$ cat config.mk
export PLATFORM = sky130hd
export DESIGN_NAME = pipe_hazard_ctrl_flat
export DESIGN_NICKNAME = d
export VERILOG_FILES = /design/src/rtl/pipe_pkg.sv /design/src/rtl/pipe_hazard_ctrl_if.sv /design/src/rtl/pipe_hazard_ctrl_fwd_pick.sv /design/src/rtl/pipe_hazard_ctrl.sv /design/src/flat_wrapper.sv
export SDC_FILE = /design/constraint.sdc
export NUM_CORES = 1
export LEC_CHECK = 0
export ABC_AREA = 1
export ABC_CLOCK_PERIOD_IN_PS = 1500
export CAP_MARGIN = 20
export CORE_MARGIN = 2
export CORE_UTILIZATION = 35
export DETAILED_ROUTE_END_ITERATION = 10
export PLACE_DENSITY = 0.71
export REMOVE_ABC_BUFFERS = 1
export SYNTH_ARGS = -nofsm -noshare
export SYNTH_HDL_FRONTEND = slang
export SYNTH_SLANG_ARGS = --single-unit
$ cat constraint.sdc
create_clock -name clk -period 1.5 [get_ports clk]
set_input_delay 0.15 -clock clk [delete_from_list [all_inputs] [get_ports clk]]
set_output_delay 0.15 -clock clk [all_outputs]
set_load 0.005 [all_outputs]
$ cat src/rtl/pipe_pkg.sv
// Shared types for the pipeline hazard controller: FSM state enum and the
// encoding used on the forward-select outputs.
package pipe_pkg;

  typedef enum logic [1:0] {
    RUN    = 2'd0,
    DRAIN  = 2'd1,
    HALTED = 2'd2
  } hz_state_e;

  // fwd select: 0 reads the register file, k selects stage k-1
  localparam int unsigned FWD_RF      = 0;
  localparam int unsigned FWD_STG_OFS = 1;

  // Forward-select code for a given stage index
  function automatic int unsigned fwd_code(input int unsigned stg);
    return stg + FWD_STG_OFS;
  endfunction

endpackage

$ cat src/rtl/pipe_hazard_ctrl_if.sv
// Decode/stage/hazard signal bundle between the pipeline datapath (master)
// and the hazard controller (slave). Optional perf counters appear when
// PIPE_HAZARD_PERF_EN is defined.
interface pipe_hazard_ctrl_if #(
  parameter int N_STG = 3,
  parameter int AW    = 5
);
  localparam int FW = $clog2(N_STG + 1);

  logic                 id_valid_i;
  logic [AW-1:0]        id_rs_i;
  logic [AW-1:0]        id_rt_i;
  logic                 id_rs_use_i;
  logic                 id_rt_use_i;
  logic [N_STG*AW-1:0]  stg_dest_i;
  logic [N_STG-1:0]     stg_wr_i;
  logic [N_STG-1:0]     stg_load_i;
  logic                 redirect_i;
  logic                 halt_req_i;
  logic [FW-1:0]        fwd_rs_o;
  logic [FW-1:0]        fwd_rt_o;
  logic                 stall_o;
  logic                 flush_o;
  logic                 halted_o;
`ifdef PIPE_HAZARD_PERF_EN
  logic [31:0]          perf_stall_o;
  logic [31:0]          perf_flush_o;

  modport master (
    output id_valid_i, id_rs_i, id_rt_i, id_rs_use_i, id_rt_use_i,
           stg_dest_i, stg_wr_i, stg_load_i, redirect_i, halt_req_i,
    input  fwd_rs_o, fwd_rt_o, stall_o, flush_o, halted_o,
           perf_stall_o, perf_flush_o
  );

  modport slave (
    input  id_valid_i, id_rs_i, id_rt_i, id_rs_use_i, id_rt_use_i,
           stg_dest_i, stg_wr_i, stg_load_i, redirect_i, halt_req_i,
    output fwd_rs_o, fwd_rt_o, stall_o, flush_o, halted_o,
           perf_stall_o, perf_flush_o
  );
`else
  modport master (
    output id_valid_i, id_rs_i, id_rt_i, id_rs_use_i, id_rt_use_i,
           stg_dest_i, stg_wr_i, stg_load_i, redirect_i, halt_req_i,
    input  fwd_rs_o, fwd_rt_o, stall_o, flush_o, halted_o
  );

  modport slave (
    input  id_valid_i, id_rs_i, id_rt_i, id_rs_use_i, id_rt_use_i,
           stg_dest_i, stg_wr_i, stg_load_i, redirect_i, halt_req_i,
    output fwd_rs_o, fwd_rt_o, stall_o, flush_o, halted_o
  );
`endif

endinterface

$ cat src/rtl/pipe_hazard_ctrl_fwd_pick.sv
// fwd_pick: finds the youngest in-flight stage that writes the given source
// register and flags whether that producer is a load whose data is not yet
// available for forwarding.
module fwd_pick
  import pipe_pkg::*;
#(
  parameter int N_STG   = 3,
  parameter int AW      = 5,
  parameter int RDY_STG = 1,
  parameter int FW      = $clog2(N_STG + 1)
) (
  input  logic [N_STG*AW-1:0] stg_dest,
  input  logic [N_STG-1:0]    stg_wr,
  input  logic [N_STG-1:0]    stg_load,
  input  logic [AW-1:0]       src,
  input  logic                src_use,
  output logic [FW-1:0]       sel,
  output logic                load_nr
);

  // Scan oldest to youngest so the youngest match overwrites older ones
  always_comb begin
    sel     = FW'(FWD_RF);
    load_nr = 1'b0;
    for (int i = N_STG - 1; i >= 0; i--) begin
      if (src_use && stg_wr[i] && (src != '0) && (stg_dest[i*AW +: AW] == src)) begin
        sel     = FW'(fwd_code(i));
        load_nr = stg_load[i] && (i < RDY_STG);
      end
    end
  end

endmodule

$ cat src/rtl/pipe_hazard_ctrl.sv
// pipe_hazard_ctrl: forwarding select, load-use stall, redirect flush and
// halt drain sequencing for an in-order pipeline.
// Optional macro PIPE_HAZARD_PERF_EN adds saturating stall/flush counters.
module pipe_hazard_ctrl
  import pipe_pkg::*;
#(
  parameter int N_STG   = 3,
  parameter int AW      = 5,
  parameter int RDY_STG = 1
) (
  input logic               clk,
  input logic               rst_n,
  pipe_hazard_ctrl_if.slave bus
);

  localparam int FW = $clog2(N_STG + 1);

  hz_state_e     state;
  logic [FW-1:0] drain_cnt;
  logic          halted;

  logic [FW-1:0] rs_sel, rt_sel;
  logic          rs_lnr, rt_lnr;
  logic          hz_stall;
  logic          halt_go;

  fwd_pick #(.N_STG(N_STG), .AW(AW), .RDY_STG(RDY_STG), .FW(FW)) u_pick_rs (
    .stg_dest (bus.stg_dest_i),
    .stg_wr   (bus.stg_wr_i),
    .stg_load (bus.stg_load_i),
    .src      (bus.id_rs_i),
    .src_use  (bus.id_rs_use_i),
    .sel      (rs_sel),
    .load_nr  (rs_lnr)
  );

  fwd_pick #(.N_STG(N_STG), .AW(AW), .RDY_STG(RDY_STG), .FW(FW)) u_pick_rt (
    .stg_dest (bus.stg_dest_i),
    .stg_wr   (bus.stg_wr_i),
    .stg_load (bus.stg_load_i),
    .src      (bus.id_rt_i),
    .src_use  (bus.id_rt_use_i),
    .sel      (rt_sel),
    .load_nr  (rt_lnr)
  );

  // Load-use hazard, suppressed by a redirect; halt accepted only on a clean cycle
  always_comb begin
    hz_stall = bus.id_valid_i && (rs_lnr || rt_lnr) && !bus.redirect_i;
    halt_go  = bus.halt_req_i && bus.id_valid_i && !bus.redirect_i && !hz_stall;
  end

  // Run/drain/halted sequencing; drain counter loads N_STG and halts after reaching 0
  always_ff @(posedge clk) begin
    if (!rst_n) begin
      state     <= RUN;
      drain_cnt <= '0;
      halted    <= 1'b0;
    end else begin
      case (state)
        RUN: begin
          if (halt_go) begin
            state     <= DRAIN;
            drain_cnt <= FW'(N_STG);
          end
        end
        DRAIN: begin
          if (drain_cnt == '0) begin
            state  <= HALTED;
            halted <= 1'b1;
          end else begin
            drain_cnt <= drain_cnt - 1'b1;
          end
        end
        HALTED: state <= HALTED;
        default: begin
          state  <= RUN;
          halted <= 1'b0;
        end
      endcase
    end
  end

  // Outputs are combinational and forced quiet while reset is held
  always_comb begin
    bus.fwd_rs_o = rst_n ? rs_sel : '0;
    bus.fwd_rt_o = rst_n ? rt_sel : '0;
    bus.stall_o  = rst_n && ((state == RUN) ? hz_stall : 1'b1);
    bus.flush_o  = rst_n && (state == RUN) && bus.redirect_i;
    bus.halted_o = halted;
  end

`ifdef PIPE_HAZARD_PERF_EN
  logic [31:0] perf_stall, perf_flush;

  // Saturating counters of hazard stalls in RUN and of flush cycles
  always_ff @(posedge clk) begin
    if (!rst_n) begin
      perf_stall <= '0;
      perf_flush <= '0;
    end else begin
      if (bus.stall_o && (state == RUN) && (perf_stall != 32'hFFFF_FFFF))
        perf_stall <= perf_stall + 32'd1;
      if (bus.flush_o && (perf_flush != 32'hFFFF_FFFF))
        perf_flush <= perf_flush + 32'd1;
    end
  end

  assign bus.perf_stall_o = perf_stall;
  assign bus.perf_flush_o = perf_flush;
`endif

endmodule

$ cat src/flat_wrapper.sv
// flat-port wrapper written by rule: the top's interface ports become plain ports
module pipe_hazard_ctrl_flat import pipe_pkg::*;
#(
  parameter int N_STG   = 3,
  parameter int AW      = 5,
  parameter int RDY_STG = 1
)
  (clk, rst_n, bus_id_valid_i, bus_id_rs_i, bus_id_rt_i, bus_id_rs_use_i, bus_id_rt_use_i, bus_stg_dest_i, bus_stg_wr_i, bus_stg_load_i, bus_redirect_i, bus_halt_req_i, bus_fwd_rs_o, bus_fwd_rt_o, bus_stall_o, bus_flush_o, bus_halted_o);
  pipe_hazard_ctrl_if #(.N_STG(N_STG), .AW(AW)) bus_i ();
  input logic clk;
  input logic rst_n;
  input wire logic [$bits(bus_i.id_valid_i)-1:0] bus_id_valid_i;
  input wire logic [$bits(bus_i.id_rs_i)-1:0] bus_id_rs_i;
  input wire logic [$bits(bus_i.id_rt_i)-1:0] bus_id_rt_i;
  input wire logic [$bits(bus_i.id_rs_use_i)-1:0] bus_id_rs_use_i;
  input wire logic [$bits(bus_i.id_rt_use_i)-1:0] bus_id_rt_use_i;
  input wire logic [$bits(bus_i.stg_dest_i)-1:0] bus_stg_dest_i;
  input wire logic [$bits(bus_i.stg_wr_i)-1:0] bus_stg_wr_i;
  input wire logic [$bits(bus_i.stg_load_i)-1:0] bus_stg_load_i;
  input wire logic [$bits(bus_i.redirect_i)-1:0] bus_redirect_i;
  input wire logic [$bits(bus_i.halt_req_i)-1:0] bus_halt_req_i;
  output wire logic [$bits(bus_i.fwd_rs_o)-1:0] bus_fwd_rs_o;
  output wire logic [$bits(bus_i.fwd_rt_o)-1:0] bus_fwd_rt_o;
  output wire logic [$bits(bus_i.stall_o)-1:0] bus_stall_o;
  output wire logic [$bits(bus_i.flush_o)-1:0] bus_flush_o;
  output wire logic [$bits(bus_i.halted_o)-1:0] bus_halted_o;
  assign bus_i.id_valid_i = bus_id_valid_i;
  assign bus_i.id_rs_i = bus_id_rs_i;
  assign bus_i.id_rt_i = bus_id_rt_i;
  assign bus_i.id_rs_use_i = bus_id_rs_use_i;
  assign bus_i.id_rt_use_i = bus_id_rt_use_i;
  assign bus_i.stg_dest_i = bus_stg_dest_i;
  assign bus_i.stg_wr_i = bus_stg_wr_i;
  assign bus_i.stg_load_i = bus_stg_load_i;
  assign bus_i.redirect_i = bus_redirect_i;
  assign bus_i.halt_req_i = bus_halt_req_i;
  assign bus_fwd_rs_o = bus_i.fwd_rs_o;
  assign bus_fwd_rt_o = bus_i.fwd_rt_o;
  assign bus_stall_o = bus_i.stall_o;
  assign bus_flush_o = bus_i.flush_o;
  assign bus_halted_o = bus_i.halted_o;
  pipe_hazard_ctrl #(.N_STG(N_STG), .AW(AW), .RDY_STG(RDY_STG)) u_core (.clk(clk), .rst_n(rst_n), .bus(bus_i));
endmodule
==> impl_metrics.toml <==
[floorplan]
dieArea_um2 = 3050
row_count = 18
die_h_um = 55.3
die_w_um = 55.3
core-area_um2 = 2480
io_pins = 45
start_util_pct = 37.1

[placement]
portBuffers = 42
routabilityCongestion = 0.938
place_area_um2 = 1580
dp_cells = 272
hpwl_mm = 2.97

[synth]
yosysUniqueCellTypes = 22
synth-seq-cells = 5
netlist_top_cells_count = "49 x nand2_1, 28 x inv_1, 12 x a21oi_1, 12 x nor2_1"
synth_area_leaders = "nand2_1 20%, inv_1 11%, dfxtp_1 11%"
seq_area_frac_synth_pct = 10.9
async_flop_share_pct = 0
ys.flop_type = "dfxtp_1"
synth-edff-count = 0
synth_cells = 173
synth_area_um2 = 920
syn_avg_cell_area_um2 = 5.32
yosys.area.top_type = "nand2_1"
synth_top_area_share_pct = 20.0
yosys_warnings = 0
yosysMostFrequentCell = "nand2_1"

[clock_tree]
clk_latency_ns = 0.23
cts.sinks = 5
h-tree-depth = 1
cts-buffers-inserted = 3
cts_tree = "yes"
clkTransAtPathRegs_ns = 0.04
clockRootBuffer = "clkbuf_4"
ctsLongestPathBuffers = 2

[critical_path]
rr_startpoint = "u_core.state[1]"
critPathArrivalTime_ns = 1.31
start_kind = "input pin"
cp.required_ns = 1.35
cp-startpoint = "bus_id_rs_use_i"
path_max_fanout = 3
endpoint_kind = "output port"
critical_path_class = "input pin to output port"

[sta]
worst_hold_slack_ns = 0.485
finalMaxSlewViolations = 0
final_hold_viol_count = 0
worst_pin_slew_ns = 0.323
fmax_mhz = 685
max_slew_margin_pct = 78.4
period_minus_slack_ns = 1.46
fin_crit_sh_pct = 97.3
setup_viol_count_final = 0
fin_worst_skew_ns = 0.00175

[pwr]
power.total_uw = 868
p_clk_share_pct = 16.7
pwr-share-comb_pct = 63.1
switchingPower_uw = 342
p_sw_share_pct = 39.4
p_per_area_nw_per_um2 = 521
ir_drop_v = 0.000727
internal-power_uw = 526
power_leakage_nw = 0.891
seqPwrFrac_pct = 20.3

[route]
wl_per_cell_um = 13.2
vias = 1416
detail-route-antenna-nets = 0
drcViolationCount = 0
drt-total-wl_mm = 3.72
drtIter0Drc = 59
drt_pre_antenna_iters = 4
drt-vias-per-instance = 5.04

[cells_and_area]
fin_cells = 281
syn_to_final_growth_pct = 81.2
post-route-cell-area_um2 = 1670
layout.nets = 294
layout-drive-gt1-share_pct = 42.6
diodes = 0

[worst_hold_path]
hp-class = "flip-flop to flip-flop"
worstHoldStart = "u_core.drain_cnt[1]"

[flow_run]
cap_viol_max_count = 0

[global_route]
gr-usage-all-layers_pct = 24.2
grt_pass1_wl_mm = 6.04
grt_pass1_vias = 1382
antenna_found_initial = 0
grt_start_max_net_pins = 7
overflow = 0

[status]
status = "completed"
metal layers:
| layer | GRT usage (%) | part of all wire, % | vias up |
|---|---|---|---|
| met5 | 0 | 0 | - |
| met4 | 8.36 | 2.5 | 0 |
| met3 | 3.51 | 7.2 | 8 |
| met2 | 38.9 | 47 | 50 |
| met1 | 33.0 | 44 | 637 |
| li1 | - | - | 721 |
logic make-up after synthesis:
logic type | Yosys count | synth area share [%]
AO/OA/AOI/OAI | 33 | 21.6
XOR/XNOR | 2 | 1.91
AND/OR/NAND/NOR | 90 | 44.2
adder cells (fa/ha/maj) | 4 | 5.44
flip-flops | 5 | 10.9
buffers and inverters | 39 | 15.9
what timing repair did:
item | in CTS | in global routing
hold buffers | 0 | 0
setup endpoints to repair | 10 | 9
buffers inserted | 6 | 1
pin swaps | 15 | 14
resized for setup | 79 | 51
stage by stage:
step	worst slack, ns	util (%)	TNS (ns)
floorplan	0.224	-	0
global placement	-0.886	63.8	-5.52
detailed placement	-0.832	63.8	-5.54
CTS	-0.0511	66.1	-0.0511
global route	-0.0132	67.3	-0.0182
finish	0.0411	67.3	0
state kept, by name, indices dropped and copies added (netlist names):
signal and cells:
u_core.state 2, u_core.bus.halted_o 1, u_core.drain_cnt 2
area by class of cell:
type	instances	area, um2
clock buffers	4	26.3
fillers	252	811
inverters	39	149
multi-input cells	129	793
flip-flops and latches	5	100
well taps	30	37.5
repair buffers	74	561
worst max-delay path, stage by stage:
cell	delay [ns]
clkdlybuf4s15_1	0.29
o211ai_1	0.17
a21oi_1	0.19
nand3_2	0.12
buf_4	0.15
nand2_1	0.06
a21oi_2	0.05
buf_2	0.13
layout by cell type (no fill, tap or decap), types with 5 or more instances in the layout:
| cell type | instances |
|---|---|
| buf_2 | 7 |
| inv_2 | 15 |
| o22ai_1 | 5 |
| dlygate4sd2_1 | 12 |
| nand3_1 | 8 |
| clkdlybuf4s50_1 | 6 |
| nor2_2 | 6 |
| dfxtp_1 | 5 |
| clkbuf_2 | 12 |
| a21oi_1 | 10 |
| nand2_1 | 47 |
| buf_4 | 29 |
| nand2_2 | 8 |
| inv_1 | 22 |
| nor2_1 | 10 |
power groups by stage:
| stage | registers (mW) | clock network, mW | logic (mW) |
|---|---|---|---|
| 3_3_place_gp | 0.176 | 0 | 0.505 |
| 6_report | 0.176 | 0.145 | 0.547 |
| 5_1_grt | 0.177 | 0.163 | 0.612 |
| 4_1_cts | 0.176 | 0.151 | 0.508 |
| 2_1_floorplan | 0.177 | 0 | 0.232 |
| 3_5_place_dp | 0.178 | 0 | 0.516 |
worst paths after layout:
path	to	slack, ns	cells past startpoint
worst max-delay path	bus_fwd_rs_o[0]	0.04	8
worst max register to register	u_core.bus.halted_o	0.12	9
worst min register to register	u_core.drain_cnt[1]	0.49	2
worst min-delay path	u_core.drain_cnt[1]	0.49	2
Power figures use the tool's default switching activity.
==> edit 1 (same settings) <==
`AW` is set to 5 in 4 places; all go to 4.
--- a/src/rtl/pipe_hazard_ctrl_if.sv
+++ b/src/rtl/pipe_hazard_ctrl_if.sv
@@ -5,3 +5,3 @@
   parameter int N_STG = 3,
-  parameter int AW    = 5
+  parameter int AW    = 4
 );
--- a/src/rtl/pipe_hazard_ctrl_fwd_pick.sv
+++ b/src/rtl/pipe_hazard_ctrl_fwd_pick.sv
@@ -7,3 +7,3 @@
   parameter int N_STG   = 3,
-  parameter int AW      = 5,
+  parameter int AW      = 4,
   parameter int RDY_STG = 1,
--- a/src/rtl/pipe_hazard_ctrl.sv
+++ b/src/rtl/pipe_hazard_ctrl.sv
@@ -7,3 +7,3 @@
   parameter int N_STG   = 3,
-  parameter int AW      = 5,
+  parameter int AW      = 4,
   parameter int RDY_STG = 1
--- a/src/flat_wrapper.sv
+++ b/src/flat_wrapper.sv
@@ -4,3 +4,3 @@
   parameter int N_STG   = 3,
-  parameter int AW      = 5,
+  parameter int AW      = 4,
   parameter int RDY_STG = 1
Interface: changed (resized bus_id_rs_i, bus_id_rt_i and bus_stg_dest_i); port bits go from 45 to 40. No check against the original RTL was run, so the function may have changed too.
==> edit 1 against the unedited design <==
Setup slack gained 14 ps; clock power grew 6%; sequential cell count is the same; final area shrank 14%; first-iteration DRC count shrank 15%; routed wire length shrank 23%; critical path depth grew 1; synthesized area shrank 6.7%; power shrank 6.0%; synthesized cell count shrank 9.8%; critical path type unchanged; largest power group unchanged; highest routed layer unchanged.
==> edit 1: results (changes against the unedited design) <==
hold path cells 2 (unchanged); hold_sp u_core.drain_cnt[1]; via/cell ratio 5.041 (about the same); internal power 0.4989 mW (-5.1%); Reg-to-Reg Start u_core.state[1]; setup tns final 0 ps (unchanged); post-synthesis cell type count 23 (+4.5%); slowest cell delay on critical path 250 ps (-40 ps); RR Endpoint u_core.bus.halted_o; share of layout cells above drive strength 1 33.95% (-8.7 points); drt wl/cell 11.78 um (-11%); Setup crit start bus_stg_dest_i[11]; Critical-path top delay cell dlygate4sd2_1; CTS buffer count 3 (unchanged); CTS Buffer Depth 2 (unchanged); Clock Pin Slew Worst Setup and Hold Paths 40 ps (about the same); Root Driver clkbuf_4; P_leak 0.7536 nW (-15%); CP Data Arrival Time 1300 ps; final-report hold violation count 0 (unchanged); worst skew pair latency 240 ps; Port Buffers 37 (-12%); Peak VDD IR 0.6982 mV (-4.0%); largest net degree at the start of global routing 8 (+1); slew margin rel. 83.91% (+5.5 points); drt pass-1 iters 4 (unchanged); worst-path maximum fanout 3 (unchanged); final RePlAce weighted congestion 0.8601 (-8.3%); antenna violations before repair 0 (unchanged); ranking of synthesized cells by area nand2_1 18%, inv_1 13%, dfxtp_1 12%, a21oi_1 8.2%, nor2_1 6.6%; number of global-route vias before repair 1,068 (-23%); GRT Util Overall 20.63% (-3.6 points); Worst R2R Setup Slack 140 ps (+20 ps); htree depth 1 (unchanged); Commonest cells post-synth 41 x nand2_1, 30 x inv_1, 15 x nor2_1; sequential area share after synthesis 11.66% (+0.78 points); Worst Hold Endpoint u_core.drain_cnt[1]; Async SR Flop Fraction 0% (unchanged); dpl cell area 1334 um^2 (-16%); worst min path class reg -> reg; DPL Wire Length 2.202 mm (-26%); Worst Reg-to-Reg Cells 10 (+1); DRT iter0 DRCs 50 (-15%); critical path's top delay family buffers and inverters; clk_skew 3.654 ps (+1.909 ps); first-pass GRT wire length 4.416 mm (-27%); status complete, no violations; layout net count 253 (-14%); Yosys warning total 0 (unchanged); n_diodes 0 (unchanged); Primary FF master, synth dfxtp_1
## edit 1: cell count changes after synthesis, moves of 3 or more
cell      delta
nand3_1      -6
nand2_1      -8
o211ai_1     -4
nand4_1      +3
nor2_1       +3
inv_2        -6
## edit 1: power groups by stage
stage	combinational, mW	clock [mW]	sequential (mW)
after floorplan	0.227	0	0.177
after global placement	0.445	0	0.177
after detailed placement	0.454	0	0.179
after CTS	0.453	0.160	0.177
after global routing	0.529	0.171	0.182
final	0.484	0.153	0.178
## edit 1: cell families (layout without fill, tap and decap cells)
group | after synthesis | in the layout | share of synthesized area, %
AND/OR/NAND/NOR | 82 | 82 | 46.06
flip-flops | 5 | 5 | 11.66
XOR/XNOR | 4 | 4 | 4.081
AO/OA/AOI/OAI | 26 | 26 | 16.91
buffers and inverters | 35 | 94 | 15.45
adder cells (fa/ha/maj) | 4 | 4 | 5.831
## edit 1: routing by layer
metal  GRT usage, %  up-vias  wire [um]
li1               -      611          -
met1          26.09      557       1234
met2          33.33       47       1376
met3          6.215       10        179
met4          6.410        0         72
met5              0        -          0
## edit 1: timing repair
action | 4_1_cts | 5_1_grt
buffers inserted | 9 | 1
setup endpoints to repair | 9 | 8
pin swaps | 16 | 6
cloned | 0 | 0
gates resized for setup | 70 | 16
## edit 1: final cells by class
cell class,instances,area (um^2)
clock buffer,4,26.28
fill,205,837.1
inverter,34,127.6
multi-input combinational,116,703.2
sequential,5,100.1
tap,28,35.03
timing repair buffer,56,446.7
## edit 1: worst reg2reg max path, stage by stage (launching register included)
cell and delay [ps]:
dfxtp_1 320, inv_1 80, buf_4 140, ha_4 170, inv_1 70, nor2_1 40, inv_1 90, nand2_1 70
nor2_1 130, o21ai_0 90, a21oi_1 110
## edit 1: through the flow
| step | std cells | setup slack, ps | hold slack [ps] |
|---|---|---|---|
| final | 243 | 54.75 | 489.6 |
| after global routing | 243 | -25.74 | 545.4 |
| after CTS | 242 | 2.342 | 495.9 |
| after detailed placement | 230 | -652.2 | 486.6 |
| after global placement | 230 | -600.3 | 473.8 |
| after floorplan | 155 | 224.4 | 270.7 |
## edit 1: how the worst max path moves through the flow
stage,end,slack (ps),cells after the start
final,bus_fwd_rt_o[0],50,9
after global routing,bus_fwd_rt_o[0],-30,9
after CTS,bus_flush_o,2,5
after detailed placement,bus_fwd_rt_o[0],-650,8
after global placement,bus_fwd_rt_o[0],-600,8
after floorplan,u_core.drain_cnt[0],220,7
==> edit 2 (same settings) <==
Made on the original files. Encoding of `hz_state_e`: now one-hot (3 bits for 3 states).
--- a/src/rtl/pipe_pkg.sv
+++ b/src/rtl/pipe_pkg.sv
@@ -4,6 +4,6 @@
 
-  typedef enum logic [1:0] {
-    RUN    = 2'd0,
-    DRAIN  = 2'd1,
-    HALTED = 2'd2
+  typedef enum logic [2:0] {
+    RUN    = 3'b001,
+    DRAIN  = 3'b010,
+    HALTED = 3'b100
   } hz_state_e;
Behaviour: same outputs for any inputs over 10 cycles, from zero or initial values and one cycle with rst_n low; not proved beyond that.
==> edit 2 against the unedited design <==
Final area shrank 4.2%; sequential cell count rose by 1; synthesized area increased by 0.41%; routed wire length decreased by 5.8%; clock skew hardly changed; power rose by 2.8%; setup slack improved by 21 ps.
==> edit 2: results (changes against the unedited design) <==
number of global-route vias before repair 1,218 (-12%); DRT iter0 DRCs 42 (-29%); worst skew pair latency 240 ps; via/cell ratio 4.890 (-3.0%); status complete, no violations; GRT Util Overall 22.14% (-2.1 points); hold_sp u_core.drain_cnt[0]; final RePlAce weighted congestion 0.9058 (-3.5%); critical path's top delay family buffers and inverters; Worst Reg-to-Reg Cells 7 (-2); DPL Wire Length 2.949 mm (-0.82%); clk_skew 1.447 ps (-0.2987 ps); Peak VDD IR 0.7546 mV (+3.8%); Fillers 248 (-1.6%); placed cell count 273 (+0.37%); worst slack, placed -745.1 ps (+87.12 ps); layout net count 292 (-0.68%); post-synthesis cell type count 24 (+9.1%); slowest cell delay on critical path 130 ps (-160 ps); Critical-path top delay cell buf_4; DR vias 1,374 (-3.0%); CP Data Arrival Time 1290 ps (-20 ps); worst-path maximum fanout 4 (+1); Setup crit start bus_id_rt_i[1]; Reg-to-Reg Start u_core.state[2]; drt wl/cell 12.46 um (-5.8%); ranking of synthesized cells by area nand2_1 22%, dfxtp_1 13%, inv_1 10%, nor2_1 8.5%, a21oi_1 6.5%; Async SR Flop Fraction 0% (unchanged); sequential area share after synthesis 13.01% (+2.1 points); worst slew pin tran 327.5 ps (+4.452 ps); hold slack 483.2 ps (-2.089 ps); first-pass GRT wire length 5.547 mm (-8.2%); Worst Hold Endpoint u_core.drain_cnt[0]; Post-Syn Instances 177 (+2.3%); P_leak 0.8482 nW (-4.8%); hold path cells 2 (unchanged); largest net degree at the start of global routing 9 (+2); Commonest cells post-synth 54 x nand2_1, 25 x inv_1, 21 x nor2_1; RR Endpoint u_core.drain_cnt[0]; share of layout cells above drive strength 1 38.65% (-4.0 points)
-- edit 2: changes by cell type after synthesis, moves of 3 or more --
cell     before  now
ha_1          4    1
inv_1        28   25
nand2_1      49   54
nor2_1       12   21
o22ai_1       9    6
-- edit 2: where the power goes --
| part | leakage [nW] | total [mW] | switching [mW] | internal (mW) |
|---|---|---|---|---|
| clock | 0.0138 | 0.146 | 0.0561 | 0.0903 |
| combinational | 0.785 | 0.531 | 0.286 | 0.245 |
| sequential | 0.0492 | 0.215 | 0.0218 | 0.194 |
| total | 0.848 | 0.892 | 0.364 | 0.529 |
-- edit 2: repair_timing --
item | 4_1_cts | 5_1_grt
setup endpoints to repair | 11 | 8
buffers inserted | 1 | 4
cloned | 0 | 0
gates resized for setup | 73 | 42
pin swaps | 11 | 14
-- edit 2: worst max-delay path by stage --
stage	slack [ps]	to	cells past startpoint
3_3_place_gp	-700	bus_fwd_rt_o[0]	9
5_1_grt	-8	bus_stall_o	12
4_1_cts	-30	bus_fwd_rt_o[0]	8
3_5_place_dp	-750	bus_fwd_rt_o[0]	9
6_report	60	bus_stall_o	12
2_1_floorplan	230	u_core.drain_cnt[0]	7
-- edit 2: cell families after synthesis --
logic type / Yosys count / share of synthesized area, %
adders and majority gates: 1 / 1.355
xor gates and xnor gates: 3 / 2.846
buffers and inverters: 36 / 14.77
and+or+nand+nor: 104 / 50.41
DFF: 6 / 13.01
AOI/OAI and AO/OA: 27 / 17.62
-- edit 2: cell type report --
| class | instances | area, um^2 | area share (%) |
|---|---|---|---|
| Tap cell | 30 | 37.54 | 2.351 |
| Multi-Input combinational cell | 135 | 737.0 | 46.16 |
| Clock buffer | 3 | 22.52 | 1.411 |
| Inverter | 36 | 136.4 | 8.542 |
| Sequential cell | 6 | 122.6 | 7.680 |
| Timing Repair Buffer | 71 | 540.5 | 33.86 |
-- edit 2: layer usage --
| layer | GRT usage, % | vias up | wire length [um] |
|---|---|---|---|
| met5 | 0 | - | 0 |
| met4 | 2.091 | 0 | 0 |
| met3 | 3.513 | 0 | 166 |
| met2 | 33.50 | 41 | 1584 |
| met1 | 33.85 | 620 | 1750 |
| li1 | - | 713 | - |
-- edit 2: worst reg2reg max path: cells and delay by family (launching register included) --
kind          cells  cell delay (ps)
simple gates      6              840
flops             1              360
buf+inv           1               80
